--- config.mk ---
export PLATFORM = sky130hd
export DESIGN_NAME = mem_access_unit_flat
export DESIGN_NICKNAME = d
export VERILOG_FILES = /design/src/rtl/mem_access_unit_if.sv /design/src/rtl/mem_access_unit.sv /design/src/flat_wrapper.sv
export SDC_FILE = /design/constraint.sdc
export NUM_CORES = 1
export LEC_CHECK = 0
export BUFFER_PORTS_ARGS = -buffer_cell sky130_fd_sc_hd__clkbuf_2
export CAP_MARGIN = 15
export CORE_MARGIN = 10
export CORE_UTILIZATION = 39
export CTS_CLUSTER_SIZE = 30
export DETAILED_ROUTE_END_ITERATION = 12
export PLACE_DENSITY = 0.64
export SLEW_MARGIN = 10
export SYNTH_ARGS = -nofsm -noshare
export SYNTH_HDL_FRONTEND = slang
export SYNTH_SLANG_ARGS = --single-unit
--- constraint.sdc ---
create_clock -name clk -period 2.96 [get_ports clk]
set_input_delay 0.592 -clock clk [delete_from_list [all_inputs] [get_ports clk]]
set_output_delay 0.592 -clock clk [all_outputs]
set_load 0.1 [all_outputs]
--- src/rtl/mem_access_unit_if.sv ---
// Data-memory request/ready bus between the MEM-stage access unit and data memory.
// The access unit is the master; the memory (or its model) is the slave.
interface mem_access_unit_if;
    logic        dm_req;
    logic        dm_we;
    logic [31:0] dm_addr;
    logic [3:0]  dm_wstrb;
    logic [31:0] dm_wdata;
    logic [31:0] dm_rdata;
    logic        dm_ready;

    modport master (
        output dm_req,
        output dm_we,
        output dm_addr,
        output dm_wstrb,
        output dm_wdata,
        input  dm_rdata,
        input  dm_ready
    );

    modport slave (
        input  dm_req,
        input  dm_we,
        input  dm_addr,
        input  dm_wstrb,
        input  dm_wdata,
        output dm_rdata,
        output dm_ready
    );
endinterface

--- src/rtl/mem_access_unit.sv ---
// MEM-stage load/store engine: request/ready handshake with data memory, load
// right-alignment, store strobes/lane replication and misaligned-access detection.
//
// state   | meaning
// --------+-------------------------------------------------------------
// ST_IDLE | no transaction; decode the EX/MEM command each cycle
// ST_WAIT | request outstanding, bus held stable until dm_ready
// ST_DONE | one-cycle completion; pipeline advances, ld_valid for loads
module mem_access_unit (
    input  logic                      clk,
    input  logic                      rst,
    input  logic                      mem_rd,
    input  logic                      mem_wr,
    input  logic [2:0]                fun_3,
    input  logic [31:0]               addr,
    input  logic [31:0]               st_data,
    mem_access_unit_if.master         dm,
    output logic [31:0]               ld_data,
    output logic                      ld_valid,
    output logic                      stall,
    output logic                      misalign
);

    typedef enum logic [1:0] {
        ST_IDLE = 2'b00,
        ST_WAIT = 2'b01,
        ST_DONE = 2'b10
    } state_t;

    state_t      state;
    state_t      state_nxt;

    logic        op;
    logic        bad;
    logic        start;
    logic        finish;
    logic        mis_set;
    logic        is_load;
    logic [1:0]  off;
    logic [3:0]  wstrb_dec;
    logic [31:0] wdata_dec;

    // Sign/zero extension of loads is done by the downstream filter.
    logic        unused_fun3_sign;
    assign unused_fun3_sign = fun_3[2];

    assign op = mem_rd | mem_wr;

    always_comb begin
        bad = 1'b0;
        case (fun_3[1:0])
            2'b01:   bad = addr[0];
            2'b10:   bad = |addr[1:0];
            default: bad = 1'b0;
        endcase
    end

    always_comb begin
        wstrb_dec = 4'b0000;
        wdata_dec = 32'h0000_0000;
        if (mem_wr) begin
            case (fun_3[1:0])
                2'b01: begin
                    wstrb_dec = 4'b0011 << addr[1:0];
                    wdata_dec = {2{st_data[15:0]}};
                end
                2'b10: begin
                    wstrb_dec = 4'b1111;
                    wdata_dec = st_data;
                end
                default: begin
                    wstrb_dec = 4'b0001 << addr[1:0];
                    wdata_dec = {4{st_data[7:0]}};
                end
            endcase
        end
    end

    always_comb begin
        state_nxt = state;
        start     = 1'b0;
        finish    = 1'b0;
        mis_set   = 1'b0;
        stall     = 1'b0;
        case (state)
            ST_IDLE: begin
                if (op && !bad) begin
                    start     = 1'b1;
                    stall     = 1'b1;
                    state_nxt = ST_WAIT;
                end else if (op && bad) begin
                    mis_set = 1'b1;
                end
            end
            ST_WAIT: begin
                stall = 1'b1;
                if (dm.dm_ready) begin
                    finish    = 1'b1;
                    state_nxt = ST_DONE;
                end
            end
            ST_DONE: begin
                state_nxt = ST_IDLE;
            end
            default: begin
                state_nxt = ST_IDLE;
            end
        endcase
    end

    always_ff @(posedge clk) begin
        if (rst) begin
            state <= ST_IDLE;
        end else begin
            state <= state_nxt;
        end
    end

    always_ff @(posedge clk) begin
        if (rst) begin
            dm.dm_req   <= 1'b0;
            dm.dm_we    <= 1'b0;
            dm.dm_addr  <= 32'h0000_0000;
            dm.dm_wstrb <= 4'b0000;
            dm.dm_wdata <= 32'h0000_0000;
            ld_data     <= 32'h0000_0000;
            ld_valid    <= 1'b0;
            misalign    <= 1'b0;
            is_load     <= 1'b0;
            off         <= 2'b00;
        end else begin
            misalign <= mis_set;
            ld_valid <= finish & is_load;
            if (start) begin
                dm.dm_req   <= 1'b1;
                dm.dm_we    <= mem_wr;
                dm.dm_addr  <= {addr[31:2], 2'b00};
                dm.dm_wstrb <= wstrb_dec;
                dm.dm_wdata <= wdata_dec;
                is_load     <= mem_rd;
                off         <= addr[1:0];
            end
            if (finish) begin
                dm.dm_req <= 1'b0;
                if (is_load) begin
                    ld_data <= dm.dm_rdata >> {off, 3'b000};
                end
            end
        end
    end

endmodule

--- src/flat_wrapper.sv ---
// flat-port wrapper written by rule: the top's interface ports become plain ports
module mem_access_unit_flat 
  (clk, rst, mem_rd, mem_wr, fun_3, addr, st_data, ld_data, ld_valid, stall, misalign, dm_dm_req, dm_dm_we, dm_dm_addr, dm_dm_wstrb, dm_dm_wdata, dm_dm_rdata, dm_dm_ready);
  mem_access_unit_if dm_i ();
  input  logic clk;
  input  logic rst;
  input  logic mem_rd;
  input  logic mem_wr;
  input  logic [2:0] fun_3;
  input  logic [31:0] addr;
  input  logic [31:0] st_data;
  output logic [31:0] ld_data;
  output logic ld_valid;
  output logic stall;
  output logic misalign;
  output wire logic [$bits(dm_i.dm_req)-1:0] dm_dm_req;
  output wire logic [$bits(dm_i.dm_we)-1:0] dm_dm_we;
  output wire logic [$bits(dm_i.dm_addr)-1:0] dm_dm_addr;
  output wire logic [$bits(dm_i.dm_wstrb)-1:0] dm_dm_wstrb;
  output wire logic [$bits(dm_i.dm_wdata)-1:0] dm_dm_wdata;
  input wire logic [$bits(dm_i.dm_rdata)-1:0] dm_dm_rdata;
  input wire logic [$bits(dm_i.dm_ready)-1:0] dm_dm_ready;
  assign dm_dm_req = dm_i.dm_req;
  assign dm_dm_we = dm_i.dm_we;
  assign dm_dm_addr = dm_i.dm_addr;
  assign dm_dm_wstrb = dm_i.dm_wstrb;
  assign dm_dm_wdata = dm_i.dm_wdata;
  assign dm_i.dm_rdata = dm_dm_rdata;
  assign dm_i.dm_ready = dm_dm_ready;
  mem_access_unit u_core (.clk(clk), .rst(rst), .mem_rd(mem_rd), .mem_wr(mem_wr), .fun_3(fun_3), .addr(addr), .st_data(st_data), .dm(dm_i), .ld_data(ld_data), .ld_valid(ld_valid), .stall(stall), .misalign(misalign));
endmodule
==> flow_metrics.env <==
export IMPL_status="finished clean"
export IMPL_dp_cells=825
export IMPL_slowest_delay_ns=0.34
export IMPL_n_antenna_cell=0
export IMPL_gp_congestion=0.878
export IMPL_ir_drop_uv=392
export IMPL_cts_sinks=107
export IMPL_powerDensity_nw_per_um2=693
export IMPL_die_w_um=129
export IMPL_start_util=0.401
export IMPL_cap_violations=0
export IMPL_die_area_um2=16600
export IMPL_worstSkewPairLatency_ns=0.35
export IMPL_synth_avg_cell_area_um2=8.95
export IMPL_hold_viol_final=0
export IMPL_post_route_period_util=0.804
export IMPL_clk_pin_slew_ns=0.07
export IMPL_crit_arrival_ns=1.79
export IMPL_htree_num_levels=3
export IMPL_hp_class="flip-flop to flip-flop"
export IMPL_p_leak_uw=0.00265
export IMPL_dpl_instance_area_um2=5720
export IMPL_grt_max_degree=47
export IMPL_cp_start_kind="input port"
export IMPL_drv_slew=0
export IMPL_via_per_inst=5.38
export IMPL_port_buffers=205
export IMPL_core_area_um2=11500
export IMPL_final_cells=841
export IMPL_fin_setup_tns_ns=0
export IMPL_synthSimpleGateAreaFrac=0.134
export IMPL_synth_seq_cells=107
export IMPL_dp_hpwl_um=11600
export IMPL_layout_area_overhead_vs_synth_pct=31.4
export IMPL_cts_tree="built"
export IMPL_cts_resized_gates=0
export IMPL_final_net_count=799
export IMPL_final_common_cell="clkbuf_2"
export IMPL_skew_ns=0.00593
export IMPL_drive_above_1_share=0.370
export IMPL_vias=4521
export IMPL_io_pins=209
export IMPL_synth_xor_area_frac=0
export IMPL_layout_common_cells="204 x clkbuf_2, 107 x dfxtp_1, 58 x a21oi_1"
export IMPL_num_rows=39
export IMPL_synth_top_family_by_area="compound AO/OA/AOI/OAI gates"
export IMPL_synth_compound_gate_area_share=0.267
export IMPL_dr_pass1_iters=4
export IMPL_ant_nets=0
export IMPL_grt_pass1_wl_um=24000
export IMPL_setup_viol=0
export IMPL_drc_errors=0
export IMPL_die_h_um=129
export IMPL_rsz0062_at_grt="no"
export IMPL_cts_hold_buf=0
export IMPL_ys_seq_area_frac=0.464
export IMPL_grt_pass1_vias=4525
export IMPL_critPathTopFamily="simple AND/OR/NAND/NOR gates"
export IMPL_cts_setup_buffers=0
export IMPL_min_period_ns=2.38
export IMPL_grt_use_total=0.179
export IMPL_antenna_found_initial=0
export IMPL_root_buffer="clkbuf_16"
export IMPL_synth_cells=516
export IMPL_yosys_warnings=0
export IMPL_critical_path_max_fanout=3
export IMPL_crit_buf_inv=3
export IMPL_fin_area_um2=6070
export IMPL_tightest_slew_ns=0.637
export IMPL_clockBufferDepth=2
export IMPL_detail_route_wl_per_cell_um=18.2
export IMPL_synthAdderAreaFrac=0.00542
export IMPL_dr_first_iter_drc_count=258
export IMPL_critPathSlowestCell="or2_2"
export IMPL_syn_area_um2=4620
export IMPL_fmaxAchievable_mhz=420
export IMPL_grt_ovfl_total=0
export IMPL_slew_headroom=0.575
export IMPL_whs_ns=0.460
export IMPL_critPathKind="input port to output port"
export IMPL_synth_cell_type_count=40
export IMPL_crit_required_ns=2.37
export IMPL_nFillCells=1106
export IMPL_synth_mux_area_frac=0.0737
export IMPL_cts_buffers=9
export IMPL_crit_chain="clkbuf_2 > inv_1 > ha_1 > nand2_1 > a21oi_2 > nor2_1 > or2_2 > buf_12"
export IMPL_wl_um=15300
export IMPL_worstSetupEndpointType="output port"
-- logic make-up after synthesis --
logic type      Yosys count
mux                      33
fa+ha+maj                 2
compound gates          186
buf+inv                  57
flops                   107
simple gates            130
other cells               1
-- metrics by stage --
step                utilization  total power, µW  setup WS (ns)
floorplan                     -             2590          0.462
global placement          0.497             2860          0.509
detailed placement        0.497             2870          0.468
CTS                       0.527             4240          0.566
global route              0.527             4360          0.489
finish                    0.527             4210          0.579
-- sequential cells by signal (all words and copies together), names as in the netlist --
signal              count
u_core.dm.dm_req        1
u_core.dm.dm_wstrb      4
u_core.ld_data         32
u_core.misalign         1
u_core.dm.dm_wdata     32
u_core.off              2
u_core.is_load          1
u_core.dm.dm_addr      30
u_core.dm.dm_we         1
u_core.state            2
u_core.ld_valid         1
-- path summary, 6_finish.rpt --
kind | start | endpoint | slack [ns] | cells after the start
setup / recovery | fun_3[0] | stall | 0.58 | 8
setup reg to reg | u_core.state[1] | u_core.dm.dm_wdata[14] | 1.32 | 4
hold / removal | u_core.ld_data[31] | u_core.ld_data[31] | 0.46 | 2
hold reg to reg | u_core.ld_data[31] | u_core.ld_data[31] | 0.46 | 2
-- power by group --
part	internal (µW)	switching, µW
Clock	829	540
Combinational	268	986
Sequential	1530	53.2
Total	2630	1580
-- synthesized netlist by cell type --
| master | number | area (µm²) |
|---|---|---|
| dfxtp_1 | 107 | 2140 |
| a21oi_1 | 58 | 290 |
| o21ai_0 | 51 | 255 |
| nand3_1 | 41 | 205 |
| nand2_1 | 37 | 139 |
| clkbuf_1 | 35 | 131 |
| mux2i_1 | 25 | 250 |
| nor2_1 | 24 | 90.1 |
| a22o_1 | 19 | 166 |
| a22oi_1 | 16 | 120 |
| o211ai_1 | 16 | 120 |
| nor3_1 | 10 | 50.1 |
| o2bb2ai_1 | 9 | 78.8 |
| mux2_2 | 8 | 90.1 |
| nand3b_1 | 8 | 60.1 |
| o2bb2ai_2 | 8 | 120 |
| buf_1 | 7 | 26.3 |
| buf_4 | 5 | 37.5 |
| buf_2 | 4 | 20.0 |
| inv_1 | 3 | 11.3 |
| buf_6 | 2 | 22.5 |
| ha_1 | 2 | 25.0 |
| nand2b_1 | 2 | 12.5 |
| nor2b_1 | 2 | 12.5 |
| o21bai_1 | 2 | 15.0 |
| a21o_1 | 1 | 7.51 |
| a21oi_2 | 1 | 8.76 |
| a21oi_4 | 1 | 16.3 |
| a31o_2 | 1 | 8.76 |
| and4b_1 | 1 | 10.0 |
| clkbuf_2 | 1 | 5.00 |
| conb_1 | 1 | 3.75 |
| nand4b_1 | 1 | 8.76 |
| o211a_1 | 1 | 10.0 |
| o21a_1 | 1 | 7.51 |
| o21ai_2 | 1 | 8.76 |
| or2_1 | 1 | 6.26 |
| or2_2 | 1 | 6.26 |
| or3_1 | 1 | 6.26 |
| or4_4 | 1 | 11.3 |
-- cell type report --
type | count | area, µm² | share of cell area
multi-input cells | 353 | 2230 | 0.368
flip-flops and latches | 107 | 2140 | 0.353
repair buffers | 219 | 1160 | 0.191
clock buffers | 10 | 229 | 0.0377
well taps | 143 | 179 | 0.0295
clock inverters | 6 | 114 | 0.0188
inverters | 3 | 11.3 | 0.00186
-- worst register-to-register path, cell delays in order, from the launching register on --
cell	delay, ns
dfxtp_1	0.33
nor2_1	0.28
nand2_1	0.19
or4_4	0.61
o2bb2ai_2	0.17
-- metal layers --
metal | global-route usage | up-vias | routed length (µm)
li1 | - | 2220 | -
met1 | 0.209 | 2077 | 6300
met2 | 0.283 | 200 | 6980
met3 | 0.0702 | 24 | 1630
met4 | 0.0856 | 0 | 427
met5 | 0 | - | 0
No activity file was read; power rests on OpenSTA's default activity.
